===== config.mk =====
export PLATFORM = sky130hd
export DESIGN_NAME = rstack_ctrl_flat
export DESIGN_NICKNAME = d
export VERILOG_FILES = /design/src/rtl/rstack_ctrl_if.sv /design/src/rtl/rstack_ctrl.sv /design/src/flat_wrapper.sv
export SDC_FILE = /design/constraint.sdc
export NUM_CORES = 1
export LEC_CHECK = 0
export ABC_AREA = 1
export CAP_MARGIN = 0
export CORE_MARGIN = 3
export CORE_UTILIZATION = 30
export DETAILED_ROUTE_END_ITERATION = 16
export GPL_TIMING_DRIVEN = 0
export PLACE_DENSITY = 0.7
export SLEW_MARGIN = 15
export SYNTH_ARGS = -nofsm -noshare
export SYNTH_HDL_FRONTEND = slang
export SYNTH_SLANG_ARGS = --single-unit

===== constraint.sdc =====
create_clock -name clk -period 4 [get_ports clk]
set_clock_uncertainty 0.2 [all_clocks]
set_input_delay 0.6 -clock clk [delete_from_list [all_inputs] [get_ports clk]]
set_output_delay 0.6 -clock clk [all_outputs]
set_load 0.05 [all_outputs]

===== src/rtl/rstack_ctrl_if.sv =====
// Return-stack controller bus: the control-unit side (push/pop requests and
// stack status) plus the RAM port drives. The control unit and RAM model act as
// master; rstack_ctrl is the slave.
// Request semantics: push and pop are single-cycle strobes. The controller
// always accepts them in the cycle they are presented. There is no ready
// signal. Illegal requests (push while full, pop while empty) are dropped and
// leave the stack unchanged.
interface rstack_ctrl_if #(
    parameter int WIDTH      = 4,
    parameter int DATA_WIDTH = 13
);
    logic                  push;
    logic                  pop;
    logic [DATA_WIDTH-1:0] push_data;
    logic [DATA_WIDTH-1:0] top;
    logic [WIDTH:0]        depth;
    logic                  empty;
    logic                  full;
    logic                  err_overflow;
    logic                  err_underflow;
    logic [WIDTH-1:0]      mem_dout_addr;
    logic [DATA_WIDTH-1:0] mem_dout;
    logic                  we;
    logic [WIDTH-1:0]      mem_din_addr;
    logic [DATA_WIDTH-1:0] mem_din;

    modport master (
        output push, pop, push_data, mem_dout,
        input  top, depth, empty, full, err_overflow, err_underflow,
        input  mem_dout_addr, we, mem_din_addr, mem_din
    );

    modport slave (
        input  push, pop, push_data, mem_dout,
        output top, depth, empty, full, err_overflow, err_underflow,
        output mem_dout_addr, we, mem_din_addr, mem_din
    );
endinterface


===== src/rtl/rstack_ctrl.sv =====
// rstack_ctrl: return-stack sequencer. The top-of-stack entry lives in a
// register, so it has zero read latency. The entries below it live in an
// external 1R/1W RAM with asynchronous read and synchronous write, at
// RAM[0..depth-2]. Total capacity is SIZE+1.
// Optional feature macro: RSTACK_GUARD_EN. When defined, it adds sticky
// overflow and underflow error flags. When undefined, both flags are tied
// to 0. Saturation on illegal requests happens in both builds.
module rstack_ctrl #(
    parameter int WIDTH      = 4,
    parameter int SIZE       = 16,
    parameter int DATA_WIDTH = 13
) (
    input logic          clk,
    input logic          reset,
    rstack_ctrl_if.slave bus
);
    localparam logic [WIDTH:0] FULL_DEPTH = (WIDTH+1)'(SIZE + 1);

    logic [WIDTH:0]        r_depth;
    logic [DATA_WIDTH-1:0] r_top;

    logic w_empty;
    logic w_full;
    logic w_swap;
    logic w_push_only;
    logic w_pop_only;

    assign w_empty = (r_depth == '0);
    assign w_full  = (r_depth == FULL_DEPTH);

    // Push and pop together replace the TOS, which is legal even when full.
    // When the stack is empty, push+pop falls through to a plain push.
    assign w_swap      = bus.push && bus.pop && !w_empty;
    assign w_push_only = bus.push && !w_swap && !w_full;
    assign w_pop_only  = bus.pop && !bus.push && !w_empty;

    // RAM port drives are decoded from the current depth and TOS. A write
    // happens only on a push, and read data is used only on a pop, so the
    // two ports never collide on the same address.
    always_comb begin
        bus.we            = w_push_only && !w_empty;
        bus.mem_din_addr  = r_depth[WIDTH-1:0] - WIDTH'(1);
        bus.mem_din       = r_top;
        bus.mem_dout_addr = r_depth[WIDTH-1:0] - WIDTH'(2);
    end

    // Stack pointer and TOS register. Reset clears them asynchronously and
    // leaves the RAM untouched.
    always_ff @(posedge clk or posedge reset) begin
        if (reset) begin
            r_depth <= '0;
            r_top   <= '0;
        end else if (w_swap) begin
            r_top <= bus.push_data;
        end else if (w_push_only) begin
            r_top   <= bus.push_data;
            r_depth <= r_depth + (WIDTH+1)'(1);
        end else if (w_pop_only) begin
            r_top   <= (r_depth >= (WIDTH+1)'(2)) ? bus.mem_dout : '0;
            r_depth <= r_depth - (WIDTH+1)'(1);
        end
    end

    assign bus.top   = r_top;
    assign bus.depth = r_depth;
    assign bus.empty = w_empty;
    assign bus.full  = w_full;

`ifdef RSTACK_GUARD_EN
    logic r_err_ov;
    logic r_err_un;

    // Sticky error flags for dropped requests. Only reset clears them.
    always_ff @(posedge clk or posedge reset) begin
        if (reset) begin
            r_err_ov <= 1'b0;
            r_err_un <= 1'b0;
        end else begin
            if (bus.push && !bus.pop && w_full)
                r_err_ov <= 1'b1;
            if (bus.pop && !bus.push && w_empty)
                r_err_un <= 1'b1;
        end
    end

    assign bus.err_overflow  = r_err_ov;
    assign bus.err_underflow = r_err_un;
`else
    assign bus.err_overflow  = 1'b0;
    assign bus.err_underflow = 1'b0;
`endif
endmodule

===== src/flat_wrapper.sv =====
// flat-port wrapper written by rule: the top's interface ports become plain ports
module rstack_ctrl_flat 
#(
    parameter int WIDTH      = 4,
    parameter int SIZE       = 16,
    parameter int DATA_WIDTH = 13
)
  (clk, reset, bus_push, bus_pop, bus_push_data, bus_mem_dout, bus_top, bus_depth, bus_empty, bus_full, bus_err_overflow, bus_err_underflow, bus_mem_dout_addr, bus_we, bus_mem_din_addr, bus_mem_din);
  rstack_ctrl_if #(.WIDTH(WIDTH), .DATA_WIDTH(DATA_WIDTH)) bus_i ();
  input logic clk;
  input logic reset;
  input wire logic [$bits(bus_i.push)-1:0] bus_push;
  input wire logic [$bits(bus_i.pop)-1:0] bus_pop;
  input wire logic [$bits(bus_i.push_data)-1:0] bus_push_data;
  input wire logic [$bits(bus_i.mem_dout)-1:0] bus_mem_dout;
  output wire logic [$bits(bus_i.top)-1:0] bus_top;
  output wire logic [$bits(bus_i.depth)-1:0] bus_depth;
  output wire logic [$bits(bus_i.empty)-1:0] bus_empty;
  output wire logic [$bits(bus_i.full)-1:0] bus_full;
  output wire logic [$bits(bus_i.err_overflow)-1:0] bus_err_overflow;
  output wire logic [$bits(bus_i.err_underflow)-1:0] bus_err_underflow;
  output wire logic [$bits(bus_i.mem_dout_addr)-1:0] bus_mem_dout_addr;
  output wire logic [$bits(bus_i.we)-1:0] bus_we;
  output wire logic [$bits(bus_i.mem_din_addr)-1:0] bus_mem_din_addr;
  output wire logic [$bits(bus_i.mem_din)-1:0] bus_mem_din;
  assign bus_i.push = bus_push;
  assign bus_i.pop = bus_pop;
  assign bus_i.push_data = bus_push_data;
  assign bus_i.mem_dout = bus_mem_dout;
  assign bus_top = bus_i.top;
  assign bus_depth = bus_i.depth;
  assign bus_empty = bus_i.empty;
  assign bus_full = bus_i.full;
  assign bus_err_overflow = bus_i.err_overflow;
  assign bus_err_underflow = bus_i.err_underflow;
  assign bus_mem_dout_addr = bus_i.mem_dout_addr;
  assign bus_we = bus_i.we;
  assign bus_mem_din_addr = bus_i.mem_din_addr;
  assign bus_mem_din = bus_i.mem_din;
  rstack_ctrl #(.WIDTH(WIDTH), .SIZE(SIZE), .DATA_WIDTH(DATA_WIDTH)) u_core (.clk(clk), .reset(reset), .bus(bus_i));
endmodule

# Yosys cells after proc, flatten, opt, wreduce, memory -nomap -nowiden

Cells that the tools add are included.
W data, S select, Z words.

Register bits after elaboration: 18
Input port bits: 30
Output and inout port bits: 44
Word-level logic and storage cells: 30

Add/subtract/negate cells: 4
$lt $le $gt $ge: 1
Equality and inequality tests: 1
Mux-type cells: 6
Bitwise gates (word level): 1
Reduce and logical (&&, ||, !) cells: 15

Operators with widths:

| kind                  | count |
|---|---|
| $mux W13              | 4 |
| $mux W5               | 2 |
| $logic_and A1 B1 Y1   | 7 |
| $add A5 B1 Y5 const B | 1 |
| $eq A5 B5 Y1 const B  | 1 |
| $ge A5 B2 Y1 const B  | 1 |
| $logic_not A5 Y1      | 1 |
| $sub A5 B1 Y5 const B | 1 |
| $logic_not A1 Y1      | 4 |
| $sub A4 B1 Y4 const B | 1 |
| $sub A4 B2 Y4 const B | 1 |
| $reduce_bool A3 Y1    | 1 |
| $reduce_and A2 Y1     | 1 |
| $reduce_bool A2 Y1    | 1 |
| $not A1 Y1            | 1 |

# Longest topological paths before layout

Gate-level depths: netlist (run 1).

Word-level depth: 8
Mapped depth: 14
Mapped depth without buffers: 14

# Worst setup path after synthesis (run 1)

No wires, ideal clock.

Kind: reg2out
From: register u_core.r_depth[0] (netlist: u_core.bus.depth[0])
To: output bus_we
Arrival time: 2.645 ns
Required time: 3.200 ns
Slack: 0.555 ns
Stages on the path, launching flop included: 8
Path buffers: 0
Cells stage by stage: dfrtp_1 -> inv_1 -> ha_1 -> inv_1 -> nor2_1 -> nand2_2 -> inv_1 -> nor2_1

Word-level cells in the longest chain between the ends: 7
Elaborated cells between the ends (all ways): 9
Those cells by class: 1 x eq/ne; 8 x reduce/logical

RTL lines:

| element                           | RTL line                             | text |
|---|---|---|
| start: declaration                | rstack_ctrl.sv:19                    | `logic [WIDTH:0] r_depth;` |
| start signal: assignment          | rstack_ctrl.sv:57                    | `r_depth <= r_depth + (WIDTH+1)'(1);` |
| start signal: assignment          | rstack_ctrl.sv:60                    | `r_depth <= r_depth - (WIDTH+1)'(1);` |
| $logic_not A5 Y1 (*)              | rstack_ctrl.sv:28                    | `assign w_empty = (r_depth == '0);` |
| net bus_empty                     | flat_wrapper.sv:18                   | `output wire logic [$bits(bus_i.empty)-1:0] bus_empty;` |
| $logic_not A1 Y1 (*)              | rstack_ctrl.sv:33, rstack_ctrl.sv:41 |  |
| $logic_and A1 B1 Y1               | rstack_ctrl.sv:33                    | `assign w_swap = bus.push && bus.pop && !w_empty;` |
| $logic_not A1 Y1                  | rstack_ctrl.sv:34                    | `assign w_push_only = bus.push && !w_swap && !w_full;` |
| $logic_and A1 B1 Y1 (2 in series) | rstack_ctrl.sv:34                    |  |
| $logic_and A1 B1 Y1 (*)           | rstack_ctrl.sv:41                    | `bus.we = w_push_only && !w_empty;` |
| end: declaration                  | flat_wrapper.sv:23                   | `output wire logic [$bits(bus_i.we)-1:0] bus_we;` |

The timed path passes the listed nets; every way through them passes the cells marked *.

# Worst setup path in the final report (run 1)

From: register u_core.r_depth[1] (netlist: u_core.bus.depth[1])
To: output bus_we

Word-level cells in the longest chain between the ends: 7
Elaborated cells between the ends (all ways): 9
Those cells by class: 1 x eq/ne; 8 x reduce/logical

RTL lines:

| element                           | RTL line |
|---|---|
| $logic_not A5 Y1                  | rstack_ctrl.sv:28 |
| $logic_not A1 Y1                  | rstack_ctrl.sv:33, rstack_ctrl.sv:41 |
| $logic_and A1 B1 Y1               | rstack_ctrl.sv:33 |
| $logic_not A1 Y1                  | rstack_ctrl.sv:34 |
| $logic_and A1 B1 Y1 (2 in series) | rstack_ctrl.sv:34 |
| $logic_and A1 B1 Y1 (*)           | rstack_ctrl.sv:41 |

Mark *: on every way between the ends. The rest lies on a longest branch, timed or not.

==> metrics.md, run 1 <==
| Metric | Value |
|---|---|
| Die Ht | `74.3 microns` |
| CTS Root Buffer Type | `clkbuf_8` |
| Hold_buf cts | `0` |
| Crit end category | `output port` |
| Crit share post-route | `0.862` |
| First-pass GRT wire length | `5.95 mm` |
| Syn_area_per_cell | `7.81 sq um` |
| P_int | `845 uW` |
| Die ar. | `5510 sq um` |
| Port bufs | `71` |
| Post-DRT Antenna Nets | `0` |
| Clock power share | `0.066` |
| Hold Crit Class | `reg -> reg` |
| Main synth FF type | `dfrtp_1` |
| NetSw | `1.13 mW` |
| Ys async rst share | `1.00` |
| # setup viols final | `0` |
| Routed vias | `1386` |
| Fin. Hold Viols | `0` |
| FF-to-FF setup slack | `1.24 ns` |
| PnR worst setup slack | `0.552 ns` |
| Max-cap viol count | `0` |
| DR vias/cell | `4.53` |
| YS warnings | `0` |
| Layout filler cell count | `454` |
| Detailed Route WL | `3.65 mm` |
| Final min period | `3.45 ns` |
| GP Congestion | `0.774` |
| Seq/Total Area, Yosys | `0.322` |
| TritonCTS Sinks | `18` |
| Buffer count from post-CTS setup fixing | `0` |
| #FFs+latches synth | `18` |
| Number of global-route vias before repair | `1271` |
| CP top delay family | `buffers and inverters` |
| Pleak | `1.06 nW` |
| Comb power frac | `0.765` |
| Worst-case clock buffer depth | `2` |
| H-tree Lvls | `1` |
| Initial antenna violation count | `0` |
| Max VDD drop | `0.800 mV` |
| DRT iter0 DRCs | `61` |
| Row cnt | `24` |
| Mapped cell area | `1400 sq um` |
| Seq pwr share | `0.169` |
| Status | `completed` |
| Max-Slew Margin vs Limit | `0.524` |
| Fin. max-slew vios | `0` |
| Critical Path RT | `3.20 ns` |
| Chip Width | `74.3 microns` |
| Max frequency | `290 MHz` |
| Layout cell share with drive strength beyond 1 | `0.134` |
| TritonCTS clock tree | `built` |
| GRT overflow | `0` |
| Critical path arrival | `2.65 ns` |
| CTS Buf Count | `3` |
| DR pass1 iterations | `4` |
| Most frequent cell after synthesis | `nand2_1` |
| Nets | `296` |
| I/O pins | `74` |
| N_diodes | `0` |
| RSZ-0062 raised after global routing | `false` |
| R2R cell count | `14` |
| CP Depth | `9` |
| Power Density | `890 nW/um^2` |
| Largest stage delay, worst path | `0.82 ns` |
| WL/cell | `11.9 microns` |
| Startpoint Class | `register` |
| Critical Path, Cell by Cell | `inv_1 > ha_1 > inv_1 > nor2_1 > nand2_2 > nand2_2 > nand2_1 > nor2_1 > clkdlybuf4s50_1` |
| Share of Yosys cell area claimed by the top area cell type | `0.322` |
| Largest net degree at the start of global routing | `19` |
| DRC viols | `0` |
| Clk_lat worst skew | `0.25 ns` |
| Crit-path max FO | `8` |
| Post-synth EDFFs | `0` |
| Slew @ Worst Pin | `0.714 ns` |
| Initial Utilization | `0.317` |
| Yosys cell types | `21` |
| Clock-pin slew on the worst setup and hold paths | `0.07 ns` |
| Top post-synthesis cells by count | `nand2_1 (42), nand3_1 (29), dfrtp_1 (18), buf_4 (16), inv_1 (16)` |
| Dpl hpwl | `2.91 mm` |
| Total track usage | `0.136` |
| Largest cells by area after synthesis | `dfrtp_1 (32%), nand2_1 (11%), nand3_1 (10%), buf_4 (8.6%), ha_1 (8.1%)` |
| Aggregate negative setup slack | `0 ns` |
| Worst slack, placed | `0.600 ns` |
| Cells after Synth | `179` |
| Bufs and invs on worst path | `3` |
| Layout area overhead | `58.7%` |
| Dominant cell type by area after synthesis | `dfrtp_1` |
| Hold Crit Depth | `2` |
| Total core area | `4410 sq um` |
| Critical path class | `reg -> out` |
| Slowest-stage cell, CP | `clkdlybuf4s50_1` |
| Sw Ratio | `0.572` |
| Cts repair resizes | `0` |
registers in the layout, indices dropped and copies added (netlist names):
signal,count
u_core.bus.mem_din,13
u_core.bus.depth,5
cells in the final DEF (no fill, tap or decap), types with 9 or more instances in the layout:
cell type,instances
clkdlybuf4s50_1,71
nand2_1,42
nand3_1,29
dfrtp_1,18
inv_1,16
buf_4,16
a21boi_0,13
ha_1,9
power by group through the flow:
stage / clock, mW / combinational [mW] / sequential, mW
global placement: 0 / 1.51 / 0.337
floorplan: 0 / 0.844 / 0.547
global route: 0.142 / 1.61 / 0.348
CTS: 0.130 / 1.53 / 0.336
detailed placement: 0 / 1.53 / 0.338
finish: 0.129 / 1.51 / 0.334
worst paths after layout:
kind / startpoint / endpoint
setup / recovery: u_core.bus.depth[1] / bus_we
min in group asynchronous: reset / u_core.bus.mem_din[4]
hold reg to reg: u_core.bus.mem_din[2] / u_core.bus.mem_din[2]
setup reg to reg: u_core.bus.depth[1] / u_core.bus.depth[4]
max in group asynchronous: reset / u_core.bus.mem_din[2]
hold / removal: u_core.bus.mem_din[2] / u_core.bus.mem_din[2]
cells by family after synthesis:
family          synth area share
simple gates               0.284
buf+inv                    0.155
compound gates             0.110
flops                      0.322
fa+ha+maj                 0.0949
xor+xnor                  0.0313
other cells              0.00268
metrics by stage:
stage / utilization / hold slack (ns) / std cells / area [sq um] / total power, mW
6_report: 0.503 / 0.355 / 306 / 2220 / 1.98
5_1_grt: 0.503 / 0.399 / 306 / 2220 / 2.10
4_1_cts: 0.503 / 0.363 / 306 / 2220 / 1.99
3_5_place_dp: 0.493 / 0.344 / 303 / 2180 / 1.86
3_3_place_gp: 0.493 / 0.333 / 303 / 2180 / 1.85
2_1_floorplan: - / 0.339 / 180 / 1400 / 1.39
worst reg2reg max path: cells and delay by family, from the launching register on:
| kind | cells | cell delay (ns) |
|---|---|---|
| AOI/OAI and AO/OA | 1 | 0.23 |
| and+or+nand+nor | 9 | 0.86 |
| adders and majority gates | 2 | 0.66 |
| buffers and inverters | 2 | 0.25 |
| DFF | 1 | 0.45 |
metal layers:
| metal | global-route usage | up-vias | routed length, microns |
|---|---|---|---|
| met3 | 0.0149 | 2 | 190 |
| met1 | 0.182 | 638 | 1650 |
| met4 | 0.0296 | 0 | 25 |
| met2 | 0.238 | 39 | 1780 |
| met5 | 0 | - | 0 |
| li1 | - | 707 | - |
final cells by class:
cell class,count,area [sq um],share of cell area
Buffer,22,156,0.0705
Clock buffer,3,41.3,0.0186
Inverter,16,60.1,0.0271
Multi-Input combinational cell,124,734,0.331
Sequential cell,18,450,0.203
Tap cell,52,65.1,0.0293
Timing Repair Buffer,71,711,0.320
(Power assumes the default switching activity.)
==> run 2, diff against run 1 <==
GPL_TIMING_DRIVEN = 1   (was 0)
PLACE_DENSITY = 0.71   (was 0.7)
==> run 2 against run 1 <==
Compared with the run above:
- sequential share of layout area rose by 1.4 points
- clock power rose by 16%
- routed wire length fell by 1.5%
- flip-flop and latch count did not move
- critical path depth did not move
- combinational power fell by 5%
- global-route usage fell by 0.61 points
- final area fell by 6.4%
- highest routed layer unchanged
==> metrics.md, run 2 (synthesis gave the netlist of run 1 again) <==
| Metric | Value |
|---|---|
| Status | `completed` |
| Pleak | `0.963 nW` |
| Hold Crit Depth | `2` |
| Initial Utilization | `0.317` |
| Layout cell share with drive strength beyond 1 | `0.0558` |
| DRT iter0 DRCs | `50` |
| Largest net degree at the start of global routing | `28` |
| Die ar. | `5510 sq um` |
| CTS Root Buffer Type | `clkbuf_8` |
| Worst slack on hold paths | `0.352 ns` |
| Row cnt | `24` |
| Max FFs per register | `13` |
| DR vias/cell | `4.68` |
| Cts repair resizes | `0` |
| Detailed Route WL | `3.59 mm` |
| FF-to-FF setup slack | `1.26 ns` |
| DR pass1 iterations | `4` |
| Layout area overhead | `48.5%` |
| H-tree Lvls | `1` |
| Critical path arrival | `2.60 ns` |
| Hold Crit Class | `reg -> reg` |
| Dpl hpwl | `2.67 mm` |
| Max-cap viol count | `0` |
| Total core area | `4410 sq um` |
| Slew @ Worst Pin | `0.726 ns` |
| Final min period | `3.40 ns` |
| Crit share post-route | `0.849` |
| N_diodes | `0` |
| Total track usage | `0.130` |
| GRT overflow | `0` |
| Hold_buf cts | `0` |
| Crit end category | `output port` |
| Aggregate negative setup slack | `0 ns` |
| Number of global-route vias before repair | `1260` |
| Hold Path End | `u_core.bus.mem_din[2]` |
| Commonest non-fill, non-tap cell in the layout | `clkdlybuf4s50_1` |
| Post-DRT Antenna Nets | `0` |
| Metal1 wirelength | `1.53 mm` |
| RSZ-0062 raised after global routing | `false` |
| Clk_lat worst skew | `0.25 ns` |
| TritonCTS Sinks | `18` |
| R2R cell count | `14` |
| Worst-case clock buffer depth | `2` |
| Die Ht | `74.3 microns` |
| FF-to-FF End | `u_core.bus.depth[4]` |
| TritonCTS clock tree | `built` |
| Max frequency | `294 MHz` |
| DR WL met3 | `315 microns` |
| CTS Buf Count | `3` |
| Power Density | `928 nW/um^2` |
| Fin. Hold Viols | `0` |
| Reg2Reg Launch Point | `u_core.bus.depth[1]` |
| Clock-pin slew on the worst setup and hold paths | `0.07 ns` |
| Buffer count from post-CTS setup fixing | `0` |
| WL/cell | `12.6 microns` |
| Critical Path RT | `3.20 ns` |
| I/O pins | `74` |
| Fin. max-slew vios | `0` |
| Critical path class | `reg -> out` |
| Port bufs | `71` |
| First-pass GRT wire length | `5.71 mm` |
| Nets | `274` |
| Topmost layer with routed signal wires | `met4` |
| Max VDD drop | `0.773 mV` |
| Max-Slew Margin vs Limit | `0.516` |
| GP Congestion | `0.737` |
| Commonest cells after routing, fill and taps aside | `clkdlybuf4s50_1 (71), nand2_1 (42), nand3_1 (29)` |
| Met2 WL post-DR | `1.72 mm` |
| # setup viols final | `0` |
| Initial antenna violation count | `0` |
| HP Start | `u_core.bus.mem_din[2]` |
| Crit-path max FO | `8` |
| DRC viols | `0` |
| Chip Width | `74.3 microns` |
| Startpoint Class | `register` |
| Routed vias | `1333` |
==> run 2: cell count changes in the layout (fill, tap and decap cells not counted), sizes merged <==
| cell | delta |
|---|---|
| clkbuf | +1 |
| buf | -22 |
==> run 2: power breakdown <==
group / internal [mW] / switching (mW) / total, mW
combinational: 0.469 / 0.975 / 1.44
clock: 0.0874 / 0.0628 / 0.150
sequential: 0.247 / 0.0858 / 0.333
total: 0.803 / 1.12 / 1.93
==> run 2: area by class of cell <==
class | instances | area (sq um)
Clock buffer | 4 | 55.1
Fill cell | 445 | 2340
Inverter | 16 | 60.1
Multi-Input combinational cell | 124 | 734
Sequential cell | 18 | 450
Tap cell | 52 | 65.1
Timing Repair Buffer | 71 | 711
==> run 2: layer usage <==
layer	vias up	global-route usage
met3	2	0.0230
met4	0	0.0296
li1	663	-
met2	49	0.223
met5	-	0
met1	619	0.171
==> run 2: critical path, cell delays in order, from the launching register on <==
cell and delay (ns):
dfrtp_1 0.45, inv_1 0.21, ha_1 0.19, inv_1 0.04
nor2_1 0.11, nand2_2 0.10, nand2_2 0.10, nand2_1 0.20
nor2_1 0.14, clkdlybuf4s50_1 0.81
==> run 2: metrics by stage <==
step	utilization	worst slack [ns]	std cells	total power, mW	instance area, sq um
CTS	0.470	0.575	285	1.95	2080
global placement	0.458	0.672	281	1.78	2020
finish	0.470	0.603	285	1.93	2080
global route	0.470	0.367	285	2.05	2080
floorplan	-	0.555	180	1.39	1400
detailed placement	0.458	0.643	281	1.80	2020
==> run 2: how the worst max path moves through the flow <==
stage                              startpoint  endpoint  slack [ns]
after global placement               bus_push    bus_we        0.67
after global routing      u_core.bus.depth[1]    bus_we        0.37
after CTS                 u_core.bus.depth[1]    bus_we        0.57
after detailed placement             bus_push    bus_we        0.64
final                     u_core.bus.depth[1]    bus_we        0.60
after floorplan           u_core.bus.depth[0]    bus_we        0.55
